--- config.mk ---
export PLATFORM = sky130hd
export DESIGN_NAME = iterative_alu_flat
export DESIGN_NICKNAME = d
export VERILOG_FILES = /design/src/rtl/iterative_alu_if.sv /design/src/rtl/iterative_alu.sv /design/src/flat_wrapper.sv
export SDC_FILE = /design/constraint.sdc
export NUM_CORES = 1
export LEC_CHECK = 0
export BUFFER_PORTS_ARGS = -buffer_cell sky130_fd_sc_hd__buf_2
export CAP_MARGIN = 10
export CORE_MARGIN = 1
export CORE_UTILIZATION = 30
export CTS_CLUSTER_SIZE = 10
export DETAILED_ROUTE_END_ITERATION = 8
export PLACE_DENSITY = 0.51
export SLEW_MARGIN = 20
export SYNTH_ARGS = -nofsm -noshare
export SYNTH_HDL_FRONTEND = slang
export SYNTH_SLANG_ARGS = --single-unit
export TNS_END_PERCENT = 1
--- constraint.sdc ---
create_clock -name clk -period 2.9 [get_ports clk]
set_input_delay 0.58 -clock clk [delete_from_list [all_inputs] [get_ports clk]]
set_output_delay 0.58 -clock clk [all_outputs]
set_load 0.02 [all_outputs]
--- src/rtl/iterative_alu_if.sv ---
// Sequencer <-> iterative ALU handshake bundle: request/operands one way,
// busy/done/results the other.
interface iterative_alu_if #(
  parameter int WIDTH = 8
);
  logic             start;
  logic [2:0]       op;
  logic [WIDTH-1:0] a;
  logic [WIDTH-1:0] b;
  logic             busy;
  logic             done;
  logic [WIDTH-1:0] result;
  logic [WIDTH-1:0] result_hi;
  logic             carry;

  modport master (
    output start, op, a, b,
    input  busy, done, result, result_hi, carry
  );

  modport slave (
    input  start, op, a, b,
    output busy, done, result, result_hi, carry
  );
endinterface

--- src/rtl/iterative_alu.sv ---
// Multi-cycle ALU: logic/arith ops finish in one cycle, shifts take one cycle
// per bit, and the unsigned multiply takes WIDTH shift-add cycles.
module iterative_alu #(
  parameter int WIDTH = 8
) (
  input  logic           clk,
  input  logic           rst_n,
  iterative_alu_if.slave bus
);

  localparam int CW = $clog2(WIDTH + 1);

  localparam logic [2:0] OP_ADD = 3'b000;
  localparam logic [2:0] OP_SUB = 3'b001;
  localparam logic [2:0] OP_AND = 3'b010;
  localparam logic [2:0] OP_OR  = 3'b011;
  localparam logic [2:0] OP_XOR = 3'b100;
  localparam logic [2:0] OP_SHL = 3'b101;
  localparam logic [2:0] OP_SHR = 3'b110;
  localparam logic [2:0] OP_MUL = 3'b111;

  typedef enum logic [1:0] {
    S_IDLE  = 2'd0,
    S_SHIFT = 2'd1,
    S_MUL   = 2'd2
  } state_t;

  state_t           r_state;
  logic [CW-1:0]    r_cnt;
  logic             r_shl;
  logic [WIDTH-1:0] r_ma;
  logic [WIDTH-1:0] r_mb;
  logic [WIDTH-1:0] r_result;
  logic [WIDTH-1:0] r_result_hi;
  logic             r_carry;
  logic             r_busy;
  logic             r_done;

  logic [WIDTH-1:0] w_alu_res;
  logic             w_alu_carry;
  logic [WIDTH:0]   w_wide;
  logic [WIDTH:0]   w_mul_sum;
  logic [2:0]       w_k;
  logic             w_accept;
  logic             w_last;
  logic             w_is_shift;

  assign w_k        = bus.b[2:0];
  assign w_accept   = bus.start & ~r_busy;
  assign w_last     = (r_cnt == CW'(1));
  assign w_is_shift = (bus.op == OP_SHL) || (bus.op == OP_SHR);
  // One shift-add step: add the multiplicand into the high half when the current multiplier bit is set.
  assign w_mul_sum  = {1'b0, r_result_hi} + (r_mb[0] ? {1'b0, r_ma} : {(WIDTH + 1){1'b0}});

  // Single-cycle result and flag for the operands currently on the bus.
  always_comb begin
    w_wide      = {(WIDTH + 1){1'b0}};
    w_alu_res   = bus.a;
    w_alu_carry = 1'b0;
    case (bus.op)
      OP_ADD: begin
        w_wide      = {1'b0, bus.a} + {1'b0, bus.b};
        w_alu_res   = w_wide[WIDTH-1:0];
        w_alu_carry = w_wide[WIDTH];
      end
      OP_SUB: begin
        w_wide      = {1'b0, bus.a} - {1'b0, bus.b};
        w_alu_res   = w_wide[WIDTH-1:0];
        w_alu_carry = ~w_wide[WIDTH];
      end
      OP_AND:  w_alu_res = bus.a & bus.b;
      OP_OR:   w_alu_res = bus.a | bus.b;
      OP_XOR:  w_alu_res = bus.a ^ bus.b;
      default: w_alu_res = bus.a;
    endcase
  end

  // Control FSM with all handshake and result outputs registered.
  always_ff @(posedge clk or negedge rst_n) begin
    if (!rst_n) begin
      r_state     <= S_IDLE;
      r_cnt       <= {CW{1'b0}};
      r_shl       <= 1'b0;
      r_ma        <= {WIDTH{1'b0}};
      r_mb        <= {WIDTH{1'b0}};
      r_result    <= {WIDTH{1'b0}};
      r_result_hi <= {WIDTH{1'b0}};
      r_carry     <= 1'b0;
      r_busy      <= 1'b0;
      r_done      <= 1'b0;
    end else begin
      r_done <= 1'b0;
      case (r_state)
        S_IDLE: begin
          if (w_accept) begin
            r_result_hi <= {WIDTH{1'b0}};
            if (bus.op == OP_MUL) begin
              r_ma     <= bus.a;
              r_mb     <= bus.b;
              r_result <= {WIDTH{1'b0}};
              r_carry  <= 1'b0;
              r_cnt    <= CW'(WIDTH);
              r_busy   <= 1'b1;
              r_state  <= S_MUL;
            end else if (w_is_shift && (w_k != 3'd0)) begin
              r_result <= bus.a;
              r_carry  <= 1'b0;
              r_cnt    <= CW'(w_k);
              r_shl    <= (bus.op == OP_SHL);
              r_busy   <= 1'b1;
              r_state  <= S_SHIFT;
            end else begin
              r_result <= w_alu_res;
              r_carry  <= w_alu_carry;
              r_done   <= 1'b1;
            end
          end
        end
        S_SHIFT: begin
          if (r_shl) begin
            {r_carry, r_result} <= {r_result, 1'b0};
          end else begin
            {r_result, r_carry} <= {1'b0, r_result};
          end
          r_cnt <= r_cnt - CW'(1);
          if (w_last) begin
            r_busy  <= 1'b0;
            r_done  <= 1'b1;
            r_state <= S_IDLE;
          end
        end
        S_MUL: begin
          // Product bits retire into the low half as the accumulator shifts right.
          r_result_hi <= w_mul_sum[WIDTH:1];
          r_result    <= {w_mul_sum[0], r_result[WIDTH-1:1]};
          r_mb        <= {1'b0, r_mb[WIDTH-1:1]};
          r_cnt       <= r_cnt - CW'(1);
          if (w_last) begin
            r_carry <= |w_mul_sum[WIDTH:1];
            r_busy  <= 1'b0;
            r_done  <= 1'b1;
            r_state <= S_IDLE;
          end
        end
        default: begin
          r_busy  <= 1'b0;
          r_state <= S_IDLE;
        end
      endcase
    end
  end

  assign bus.busy      = r_busy;
  assign bus.done      = r_done;
  assign bus.result    = r_result;
  assign bus.result_hi = r_result_hi;
  assign bus.carry     = r_carry;

endmodule

--- src/flat_wrapper.sv ---
// flat-port wrapper written by rule: the top's interface ports become plain ports
module iterative_alu_flat 
#(
  parameter int WIDTH = 8
)
  (clk, rst_n, bus_start, bus_op, bus_a, bus_b, bus_busy, bus_done, bus_result, bus_result_hi, bus_carry);
  iterative_alu_if #(.WIDTH(WIDTH)) bus_i ();
  input  logic clk;
  input  logic rst_n;
  input wire logic [$bits(bus_i.start)-1:0] bus_start;
  input wire logic [$bits(bus_i.op)-1:0] bus_op;
  input wire logic [$bits(bus_i.a)-1:0] bus_a;
  input wire logic [$bits(bus_i.b)-1:0] bus_b;
  output wire logic [$bits(bus_i.busy)-1:0] bus_busy;
  output wire logic [$bits(bus_i.done)-1:0] bus_done;
  output wire logic [$bits(bus_i.result)-1:0] bus_result;
  output wire logic [$bits(bus_i.result_hi)-1:0] bus_result_hi;
  output wire logic [$bits(bus_i.carry)-1:0] bus_carry;
  assign bus_i.start = bus_start;
  assign bus_i.op = bus_op;
  assign bus_i.a = bus_a;
  assign bus_i.b = bus_b;
  assign bus_busy = bus_i.busy;
  assign bus_done = bus_i.done;
  assign bus_result = bus_i.result;
  assign bus_result_hi = bus_i.result_hi;
  assign bus_carry = bus_i.carry;
  iterative_alu #(.WIDTH(WIDTH)) u_core (.clk(clk), .rst_n(rst_n), .bus(bus_i));
endmodule
==> out/qor.yml, run 1 <==
sta:
  worst_pin_slew_ns: 1.015
  period_minus_slack_ns: 2.613
  setup_slack_ns: 0.2866
  min_period_over_period: 0.9012
  maxSlewHeadroom: 0.3190
  finalSetupTns_ns: 0
  grt_setup_unrepaired: "false"
  skew_ns: 0.008290
  fmax_mhz: 382.6
  drv_slew: 0
  hold_viol: 0
  setup_violations: 0
routing:
  drt_wl_total_mm: 10.96
  drtPass1Iterations: 4
  ant_nets: 0
  vias: 3394
  first_iter_violations: 207
  remaining_drc_errors: 0
  routedWlPerCell_um: 16.63
  via_per_inst: 5.150
yosys:
  synthArstFlopShare: 1.000
  synth_top_flop_cell: "dfrtp_1"
  syn_area_um2: 3852
  avgSynthCellArea_um2: 8.504
  syn_nets: 516
  netlist_instances: 453
  synth_cell_types: 71
  ys_warn_count: 0
  synth_seq_area_share: 0.2728
  ys_ff_latch: 42
  synth_edf_count: 0
critical_path:
  cp_slowest_cell: "dfrtp_1"
  worstPathCellList: "and2_1, ha_1, inv_1, fa_1, nand2b_1, a21oi_1, or4b_1, nand4_1, o41ai_1, a31oi_1"
  r2r_cells: 10
  required_ns: 3.06
  rrSetupSlack_ns: 0.29
  end_kind: "flip-flop"
  reg2reg_to: "u_core.bus.carry"
  cp-start-kind: "flip-flop"
  crit_type: "flip-flop to flip-flop"
  cpPeakStageDelay_ns: 0.47
  r2r-start: "u_core.r_mb[0]"
  arrival_ns: 2.77
  worstPathMaxFanout: 9
floorplanning:
  core_area_um2: 12570
  die_h_um: 115.3
  num_rows: 41
  initial_utilization: 0.3065
  fp.dieArea_um2: 13300
  io_pins: 41
  die_x_um: 115.3
power:
  leakage_nw: 2.042
  total_power_mw: 1.462
  ir_drop_v: 0.0001790
  powerDensity_nw_per_um2: 334.3
clock_tree:
  cts_tree: "built"
  numCtsBuffers: 5
  path_clk_slew_ns: 0.07
  postCtsSetupBuffers: 0
  cts_hold_buf: 0
  cts.path.max_buffers: 2
  cts_sinks: 42
  clockRootBuffer: "clkbuf_16"
  htreeDepth: 2
  clk_latency_ns: 0.29
  cts_resized: 0
cells_and_area:
  final_cell_area_um2: 4372
  drive_gt1_frac: 0.1766
  antennaDiodeCount: 0
  layout_common_cells: "dfrtp_1 (42), buf_2 (40), nand2_1 (39)"
  syn2layout_area_growth_pct: 13.48
  layout_commonest_cell: "dfrtp_1"
  final_util: 0.3478
  final_nets: 549
global_route:
  track_usage: 0.1719
  grt_pass1_vias: 3304
  grt_pass1_wl_mm: 17.70
  grt_max_degree: 32
  overflow: 0
  grt_antenna_before_repair: 0
placed_design:
  place_ws_ns: 0.08980
  gp_congestion: 0.8321
  place_area_um2: 4222
  numPortBuffers: 40
  hpwlAfterDp_mm: 8.574
outcome:
  outcome: "completed"
job:
  max-cap-violations: 0
min_path:
  hold_class: "input port to async pin"
## synth_stat cells (4+ instances only)
cell type / count / share of area
o21ai_1: 14 / 0.018
buf_2: 7 / 0.0091
a21oi_1: 34 / 0.044
a22oi_1: 4 / 0.0078
inv_1: 37 / 0.036
ha_1: 38 / 0.12
a211oi_1: 5 / 0.0097
and2_1: 8 / 0.013
o21ai_0: 20 / 0.026
a21o_1: 4 / 0.0078
mux2_2: 13 / 0.038
buf_1: 4 / 0.0039
maj3_1: 4 / 0.010
nand2_1: 39 / 0.038
nand3_1: 12 / 0.016
nor3_1: 7 / 0.0091
nor2b_1: 6 / 0.0097
dfrtp_1: 42 / 0.27
nand2b_1: 6 / 0.0097
xnor2_1: 7 / 0.016
o22ai_1: 6 / 0.0097
a31oi_1: 6 / 0.0097
a32o_1: 6 / 0.016
clkbuf_1: 9 / 0.0088
nor2_1: 31 / 0.030
mux2i_1: 16 / 0.042
## how the worst max path moves through the flow
stage,start,end,cells after the start
after detailed placement,bus_b[2],u_core.bus.result[6],9
after global routing,u_core.r_mb[0],u_core.bus.carry,10
after global placement,bus_a[4],u_core.bus.result[7],8
after floorplan,bus_b[4],u_core.bus.result[7],8
after CTS,u_core.r_mb[0],u_core.bus.carry,10
final,u_core.r_mb[0],u_core.bus.carry,10
## kinds of logic (layout without fill, tap and decap cells)
group / count (synthesis) / after routing / share of synthesized area
AO/OA/AOI/OAI: 134 / 134 / 0.2387
AND/OR/NAND/NOR: 129 / 129 / 0.1647
buffers and inverters: 64 / 98 / 0.07145
adder cells (fa/ha/maj): 45 / 45 / 0.1494
flip-flops: 42 / 42 / 0.2728
multiplexers: 30 / 30 / 0.08249
XOR/XNOR: 9 / 9 / 0.02046
## area by class of cell
type | instances | area [um2]
multi-input combinational | 347 | 2526
fill | 1341 | 8197
timing repair buffer | 51 | 282.8
clock buffer | 5 | 125.1
sequential | 42 | 1051
tap | 172 | 215.2
inverter | 39 | 146.4
clock inverter | 3 | 25.02
## where the power goes
part | switching (mW) | internal, mW | total, mW
Clock | 0.263 | 0.324 | 0.587
Combinational | 0.177 | 0.109 | 0.286
Sequential | 0.00234 | 0.586 | 0.588
## metrics by stage
step | hold WS [ns] | cells
floorplan | 0.2844 | 453
global placement | 0.4818 | 651
detailed placement | 0.4925 | 651
CTS | 0.2753 | 659
global route | 0.3011 | 659
finish | 0.2576 | 659
## registers in the layout (all words and copies together) (netlist names)
name	count
u_core.r_ma	8
u_core.bus.busy	1
u_core.r_cnt	4
u_core.r_shl	1
u_core.r_state	2
u_core.bus.result	8
u_core.bus.result_hi	8
u_core.bus.done	1
u_core.bus.carry	1
u_core.r_mb	8
## critical path: cells and delay by family, from the launching register on
kind                     cells  cell delay [ns]
flip-flops                   1             0.47
AND/OR/NAND/NOR              4             0.62
adder cells (fa/ha/maj)      2             0.56
buffers and inverters        1             0.06
AO/OA/AOI/OAI                3             0.77
## routing by layer
layer  vias to the layer above  global-route usage  share of wire
li1                       1689                   -              -
met1                      1634              0.2453           0.49
met2                        62              0.2703           0.45
met3                         9             0.02425          0.037
met4                         0             0.04589          0.013
met5                         -                   0              0
(Power assumes the default switching activity.)
==> run 2, diff against run 1 <==
--- a/config.mk
+++ b/config.mk
@@ -9,6 +9,7 @@
 export CAP_MARGIN = 10
 export CORE_MARGIN = 1
 export CORE_UTILIZATION = 30
+export CTS_BUF_LIST = sky130_fd_sc_hd__clkbuf_8
 export CTS_CLUSTER_SIZE = 10
 export DETAILED_ROUTE_END_ITERATION = 8
 export PLACE_DENSITY = 0.51
==> out/qor.yml, run 2 (same netlist as run 1, synthesis figures left out) <==
outcome:
  outcome: "completed"
placed_design:
  numPortBuffers: 40
  hpwlAfterDp_mm: 8.574
  dp.cells: 651
  gp_congestion: 0.8321
sta:
  worst_pin_slew_ns: 1.003
  fmax_mhz: 381.5
  min_period_over_period: 0.9039
  setup_violations: 0
  maxSlewHeadroom: 0.3270
  skew_ns: 0.01345
  finalSetupTns_ns: 0
  drv_slew: 0
  period_minus_slack_ns: 2.621
  hold_viol: 0
  grt_setup_unrepaired: "false"
power:
  leakage_nw: 2.017
  powerDensity_nw_per_um2: 299.5
  ir_drop_v: 0.0001553
floorplanning:
  num_rows: 41
  die_h_um: 115.3
  fp.dieArea_um2: 13300
  io_pins: 41
  core_area_um2: 12570
  initial_utilization: 0.3065
  die_x_um: 115.3
cells_and_area:
  multiInputGateArea_um2: 2526
  final_util: 0.3434
  fillers: 1353
  final_nets: 549
  fin_cells: 659
  layout_commonest_cell: "dfrtp_1"
  layout_common_cells: "dfrtp_1 (42), buf_2 (40), nand2_1 (39)"
  syn2layout_area_growth_pct: 12.02
  ff_latch_area_um2: 1051
  antennaDiodeCount: 0
  drive_gt1_frac: 0.1766
global_route:
  grt_pass1_wl_mm: 17.65
  track_usage: 0.1710
  grt_antenna_before_repair: 0
  grt_max_degree: 32
  grt_pass1_vias: 3311
  overflow: 0
routing:
  vias: 3392
  via_per_inst: 5.147
  drt_wl_total_mm: 10.89
  drtPass1Iterations: 4
  remaining_drc_errors: 0
  first_iter_violations: 196
  routedWlPerCell_um: 16.53
  ant_nets: 0
clock_tree:
  numCtsBuffers: 5
  clk_latency_ns: 0.31
  cts_hold_buf: 0
  postCtsSetupBuffers: 0
  path_clk_slew_ns: 0.10
  cts_tree: "built"
  cts_resized: 0
  cts.path.max_buffers: 2
  clockRootBuffer: "clkbuf_8"
  htreeDepth: 2
  cts_sinks: 42
critical_path:
  arrival_ns: 2.80
  crit_type: "flip-flop to flip-flop"
  required_ns: 3.08
  cp-start-kind: "flip-flop"
  worstPathMaxFanout: 9
  end_kind: "flip-flop"
min_path:
  hold_class: "input port to async pin"
job:
  max-cap-violations: 0
[run 2: cell types whose count changed in the layout (fill, tap and decap cells not counted)]
cell and delta:
clkbuf_16 -5, clkbuf_8 +5
[run 2: metal layers]
| layer | vias up | wire length [um] | global-route usage |
|---|---|---|---|
| met1 | 1625 | 5328 | 0.2430 |
| met2 | 71 | 4931 | 0.2691 |
| met5 | - | 0 | 0 |
| li1 | 1685 | - | - |
| met4 | 0 | 159 | 0.04242 |
| met3 | 11 | 475 | 0.02741 |
[run 2: power by group]
group | switching, mW | total, mW | internal, mW
logic | 0.177 | 0.286 | 0.109
registers | 0.00232 | 0.588 | 0.586
clock network | 0.244 | 0.419 | 0.174
[run 2: path summary, 6_finish.rpt]
check                               startpoint                to  slack, ns  cells past startpoint
worst max-delay path            u_core.r_mb[0]  u_core.bus.carry       0.28                     10
worst min-delay path                     rst_n      u_core.r_shl       0.23                      1
worst max register to register  u_core.r_mb[0]  u_core.bus.carry       0.28                     10
worst min register to register  u_core.r_ma[7]    u_core.r_ma[7]       0.52                      1
max in group asynchronous                rst_n    u_core.r_ma[4]       2.10                      2
min in group clk                u_core.r_ma[7]    u_core.r_ma[7]       0.52                      1
[run 2: cell type report]
cell class	count	share of cell area
inverter	39	0.03392
multi-input combinational	347	0.5854
tap	172	0.04987
clock buffer	5	0.01595
timing repair buffer	51	0.06553
sequential	42	0.2435
clock inverter	3	0.005799
[run 2: critical path: stages, from the launching register on]
cell and delay (ns):
dfrtp_1 0.48, and2_1 0.17, ha_1 0.18, inv_1 0.06
fa_1 0.38, nand2b_1 0.19, a21oi_1 0.23, or4b_1 0.15
nand4_1 0.11, o41ai_1 0.40, a31oi_1 0.14
[run 2: metrics by stage]
| stage | hold WS (ns) | total power, mW | setup slack, ns | instance area [um2] |
|---|---|---|---|---|
| final | 0.2319 | 1.293 | 0.2788 | 4315 |
| after global routing | 0.2672 | 1.359 | 0.1522 | 4315 |
| after CTS | 0.2440 | 1.306 | 0.2635 | 4315 |
| after detailed placement | 0.4925 | 0.8835 | 0.08980 | 4222 |
| after global placement | 0.4818 | 0.8810 | 0.1871 | 4222 |
| after floorplan | 0.2844 | 0.7943 | 0.4495 | 3852 |
